==> src/rtl/arm7_wb_arbiter.sv <==
// Write-back arbiter: loads and queued execute results share one register-file write port.
// Optional macro WB_FORWARD_EN adds a combinational lookup of pending writes (fwd_* ports).
module arm7_wb_arbiter #(
  parameter int DEPTH      = 2,
  parameter int STARVE_MAX = 3,
  parameter int DATA_W     = 32
) (
  input  logic              clk,
  input  logic              rst_n,
  input  logic              flush,
  input  logic              ex_valid,
  input  logic [3:0]        ex_addr,
  input  logic [DATA_W-1:0] ex_data,
  output logic              ex_ready,
  input  logic              ld_valid,
  input  logic [3:0]        ld_addr,
  input  logic [DATA_W-1:0] ld_data,
  output logic              ld_ready,
  output logic              reg_write_enable,
  output logic [3:0]        reg_write_addr,
  output logic [DATA_W-1:0] reg_write_data,
  output logic              grant_src,
  output logic              stall_out
`ifdef WB_FORWARD_EN
  ,
  input  logic [3:0]        fwd_addr,
  output logic              fwd_hit,
  output logic [DATA_W-1:0] fwd_data
`endif
);

  localparam int PTR_W = (DEPTH > 1) ? $clog2(DEPTH) : 1;
  localparam int CNT_W = $clog2(DEPTH + 1);
  localparam int ST_W  = $clog2(STARVE_MAX + 1);

  logic [PTR_W-1:0]  head_reg, tail_reg;
  logic [CNT_W-1:0]  count_reg;
  logic [ST_W-1:0]   starve_reg;
  logic [3:0]        addr_mem [DEPTH];
  logic [DATA_W-1:0] data_mem [DEPTH];

  logic q_nonempty, force_ex, ld_grant, ex_grant, push;

  function automatic logic [PTR_W-1:0] next_ptr(input logic [PTR_W-1:0] p);
    return (p == PTR_W'(DEPTH - 1)) ? '0 : p + 1'b1;
  endfunction

  // Loads win unless execute has been starved for STARVE_MAX grants.
  always_comb begin
    q_nonempty = (count_reg != '0);
    force_ex   = (starve_reg == ST_W'(STARVE_MAX)) && q_nonempty;
    ld_grant   = ld_valid && !force_ex;
    ex_grant   = !ld_grant && q_nonempty && !flush;
    ex_ready   = (count_reg < CNT_W'(DEPTH));
    push       = ex_valid && ex_ready && !flush;
    ld_ready   = !force_ex;
    stall_out  = !ex_ready;
  end

  always_ff @(posedge clk) begin
    if (push) begin
      addr_mem[tail_reg] <= ex_addr;
      data_mem[tail_reg] <= ex_data;
    end
  end

  always_ff @(posedge clk or negedge rst_n) begin
    if (!rst_n) begin
      head_reg         <= '0;
      tail_reg         <= '0;
      count_reg        <= '0;
      starve_reg       <= '0;
      reg_write_enable <= 1'b0;
      reg_write_addr   <= '0;
      reg_write_data   <= '0;
      grant_src        <= 1'b0;
    end else begin
      if (flush) begin
        head_reg   <= '0;
        tail_reg   <= '0;
        count_reg  <= '0;
        starve_reg <= '0;
      end else begin
        if (push)     tail_reg <= next_ptr(tail_reg);
        if (ex_grant) head_reg <= next_ptr(head_reg);
        if (push && !ex_grant)      count_reg <= count_reg + CNT_W'(1);
        else if (!push && ex_grant) count_reg <= count_reg - CNT_W'(1);
        if (ex_grant || !q_nonempty)
          starve_reg <= '0;
        else if (ld_grant && starve_reg != ST_W'(STARVE_MAX))
          starve_reg <= starve_reg + ST_W'(1);
      end
      // A load granted during flush still reaches the register file.
      if (ld_grant) begin
        reg_write_enable <= 1'b1;
        reg_write_addr   <= ld_addr;
        reg_write_data   <= ld_data;
        grant_src        <= 1'b1;
      end else if (ex_grant) begin
        reg_write_enable <= 1'b1;
        reg_write_addr   <= addr_mem[head_reg];
        reg_write_data   <= data_mem[head_reg];
        grant_src        <= 1'b0;
      end else begin
        reg_write_enable <= 1'b0;
      end
    end
  end

`ifdef WB_FORWARD_EN
  logic [DEPTH-1:0]  age_hit;
  logic [DATA_W-1:0] age_data [DEPTH];

  // Entry gi is the gi-th oldest queued write (0 = head).
  for (genvar gi = 0; gi < DEPTH; gi++) begin : g_age
    logic [PTR_W:0] sum;
    logic [PTR_W:0] slot;
    assign sum  = {1'b0, head_reg} + (PTR_W + 1)'(gi);
    assign slot = (sum >= (PTR_W + 1)'(DEPTH)) ? sum - (PTR_W + 1)'(DEPTH) : sum;
    assign age_hit[gi]  = (CNT_W'(gi) < count_reg) && (addr_mem[slot[PTR_W-1:0]] == fwd_addr);
    assign age_data[gi] = data_mem[slot[PTR_W-1:0]];
  end

  always_comb begin
    fwd_hit  = 1'b0;
    fwd_data = '0;
    if (reg_write_enable && reg_write_addr == fwd_addr) begin
      fwd_hit  = 1'b1;
      fwd_data = reg_write_data;
    end
    for (int i = 0; i < DEPTH; i++) begin
      if (age_hit[i]) begin
        fwd_hit  = 1'b1;
        fwd_data = age_data[i];
      end
    end
  end
`endif

endmodule

==> config.mk <==
export PLATFORM = sky130hd
export DESIGN_NAME = arm7_wb_arbiter
export DESIGN_NICKNAME = d
export VERILOG_FILES = /design/src/rtl/arm7_wb_arbiter.sv
export SDC_FILE = /design/constraint.sdc
export NUM_CORES = 1
export LEC_CHECK = 0
export CELL_PAD_IN_SITES_DETAIL_PLACEMENT = 1
export CELL_PAD_IN_SITES_GLOBAL_PLACEMENT = 1
export CORE_MARGIN = 8
export CORE_UTILIZATION = 36
export CTS_BUF_LIST = sky130_fd_sc_hd__clkbuf_8 sky130_fd_sc_hd__clkbuf_16
export CTS_CLUSTER_SIZE = 16
export DETAILED_ROUTE_END_ITERATION = 12
export GPL_ROUTABILITY_DRIVEN = 1
export GPL_TIMING_DRIVEN = 0
export PLACE_DENSITY_LB_ADDON = 0.1
export SETUP_SLACK_MARGIN = 0.3
export SYNTH_ARGS = -nofsm -noshare
export SYNTH_HDL_FRONTEND = slang
export SYNTH_SLANG_ARGS = --single-unit
export TNS_END_PERCENT = 30
==> constraint.sdc <==
create_clock -name clk -period 3.95 [get_ports clk]
set_input_delay 0.79 -clock clk [delete_from_list [all_inputs] [get_ports clk]]
set_output_delay 0.79 -clock clk [all_outputs]
set_load 0.02 [all_outputs]
==> impl_results.md <==
- Power per cell area: 478 mW/mm^2
- Top-count cell post-synth: edfxtp_1
- Cells after Synth: 359
- Post-Syn Nets: 437
- WL final: 13300 microns
- Slowest-stage cell, CP: clkdlybuf4s50_1
- Post-route ant nets: 0
- Layout cell share with drive strength beyond 1: 19.1%
- Status: completed
- Startpoint Class: flop
- Max-cap violations: 0
- Die width: 134 microns
- First-pass iteration count of the detailed router: 4
- Largest net degree at the start of global routing: 25
- GRT Util Overall: 15.5%
- Total core area: 0.0137 sq mm
- Cts bufs inserted: 17
- CP Data Arrival Time: 2280 ps
- RD Place Congestion: 0.715
- Clock latency on the worst-skew pair: 410 ps
- Average size of a mapped cell: 13.9 sq um
- GRT overflow: 0
- Die Ht: 134 microns
- H-tree Lvls: 4
- Crit path depth: 4
- Nets@finish: 579
- CP delay by family, top: buffers and inverters
- Async set or reset register ratio after synthesis: 37.9%
- Seq cells post-synth: 116
- Antenna fix cells: 0
- Post-synthesis sequential area ratio: 65.6%
- Dominant cells by area after synthesis: edfxtp_1 (43%), dfrtp_1 (22%), o31ai_2 (7.5%), a211oi_1 (4.4%), nor2b_1 (4.1%)
- Sink Count: 116
- Critical path class: flop to primary output
- IO Pins: 118
- Root Buffer: clkbuf_16
- Fmax: 326 MHz
- Area share of the largest cell type after synthesis: 43.4%
- CP peak stage delay: 710 ps
- DIE AREA: 0.0178 sq mm
- R2r worst-path depth: 7
- DR top layer: met4
- Distinct cells, synth: 33
- Core Rows: 43
- Vias per Instance: 4.94
- Hold_ws: 375 ps
- RSZ-0062 raised after global routing: no
- Synthesized area: 0.00498 sq mm
- Cts hold-fix bufs: 0
- Met2 WL: 6700 microns
- Top post-synthesis cells by count: edfxtp_1 (72), dfrtp_1 (44), nor2_1 (40), nand3_1 (36), nor2b_1 (33)
- Initial Util: 36.3%
- Worst ir drop on vdd: 0.291 mV
- Reg2reg start: count_reg[1]
- HP Class: input pin to async pin
- Top Registers: data_mem (64), reg_write_data (32), addr_mem (8)
- Via count: 3428
- CP Buf/Inv Count: 3
- Number of global-route vias before repair: 3953
- Maximum clock path buffer count: 2
- Fin crit share: 77.6%
- Crit path from: count_reg[1]
- Number of setup violations in the final report: 0
- Leak: 2.62 nW
- Final HPWL DP: 9590 microns
- Area growth, synth to finish: 41.7%
- Worst path required time: 3160 ps
- Rel. slew slack: 62.8%
- Worst-Margin Slew: 558 ps
- Clock skew: 10.4 ps
- Clock slew at the register clock pins of the worst setup and hold paths: 50 ps
- Minimum clock period: 3070 ps
- Yosys warns: 0
- Initial antenna violation count: 0
- Endpoints failing hold: 0
- Number of synthesized flops with an enable pin: 72
- Post-Route M1 WL: 5550 microns
- Worst setup EP type: primary output
- IO Port Bufs: 116
- Final Max Tran Viols: 0
- Residual DRC: 0
- Critical path, cell by cell: buf_4, o21ai_2, clkbuf_1, clkdlybuf4s50_1
- Largest register FFs: 64
- Post-CTS resize count: 0
- CTS tree: yes
- Fin area: 0.00705 sq mm
- Biggest register: data_mem
- Fill cell count: 1408
- Global-route wire length before repair: 21200 microns
- Synth Flop Type: edfxtp_1
- Met3 wire len: 881 microns
- Total Power: 0.00337 W
- Avg WL per Cell: 19.1 microns
- Crit Path Max Fanout: 10
- Post-CTS Setup Bufs: 0
- Initial DRC Count: 156
- Placed instance area: 0.00648 sq mm
- Synth area leader: edfxtp_1
metal layers:
| metal | global-route usage (%) | up-vias |
|---|---|---|
| li1 | - | 1620 |
| met1 | 18.1 | 1689 |
| met2 | 26.0 | 108 |
| met3 | 4.93 | 11 |
| met4 | 6.36 | 0 |
| met5 | 0 | - |
area by class of cell:
class	instances	area, sq um	area share [%]
flip-flops and latches	116	3260	46.3
well taps	180	225	3.19
plain buffers	31	230	3.27
repair buffers	123	1260	17.9
clock inverters	12	101	1.44
inverters	1	3.75	0.0532
multi-input cells	211	1500	21.2
clock buffers	20	467	6.62
layout by cell type, fill, tap and decap left out, types with 2 or more instances in the layout:
| master | n |
|---|---|
| nand2_1 | 5 |
| clkbuf_16 | 17 |
| a211oi_1 | 29 |
| clkbuf_1 | 9 |
| inv_1 | 8 |
| buf_6 | 9 |
| o31ai_1 | 6 |
| buf_4 | 10 |
| clkdlybuf4s50_1 | 115 |
| a211oi_2 | 7 |
| buf_2 | 5 |
| a21oi_1 | 2 |
| bufinv_16 | 2 |
| edfxtp_1 | 72 |
| nand2b_1 | 2 |
| o31ai_2 | 30 |
| and2b_1 | 6 |
| nor2b_1 | 33 |
| clkbuf_8 | 3 |
| nor2_1 | 40 |
| dfrtp_1 | 44 |
| buf_8 | 4 |
| clkinv_2 | 3 |
| nand3_1 | 36 |
report_power, final:
part | internal [W] | switching (W)
Sequential | 0.00138 | 0.0000351
Clock | 0.000956 | 0.000492
Combinational | 0.000252 | 0.000262
Total | 0.00258 | 0.000789
worst paths after layout:
| path | to | slack (ps) |
|---|---|---|
| min in group clk | starve_reg[0] | 440 |
| worst min-delay path | reg_write_data[6] | 370 |
| max in group asynchronous | reg_write_data[19] | 3040 |
| worst max-delay path | ld_ready | 880 |
| worst min register to register | starve_reg[0] | 440 |
| worst max register to register | data_mem[0][22] | 2080 |
metrics by stage:
| step | std cells | util, % | setup TNS [ps] | setup WS [ps] |
|---|---|---|---|---|
| 2_1_floorplan | 359 | - | 0 | 56.0 |
| 3_3_place_gp | 655 | 46.4 | -82110 | -2020 |
| 3_5_place_dp | 662 | 47.3 | 0 | 1250 |
| 4_1_cts | 694 | 51.4 | 0 | 813 |
| 5_1_grt | 694 | 51.4 | 0 | 777 |
| 6_report | 694 | 51.4 | 0 | 883 |
kinds of logic after synthesis:
logic type | count (synthesis) | share of synthesized area, %
xor+xnor | 1 | 0.176
fa+ha+maj | 1 | 0.251
compound gates | 80 | 15.9
flops | 116 | 65.6
mux | 1 | 0.226
buf+inv | 32 | 4.70
simple gates | 128 | 13.1
(Power assumes the default switching activity.)
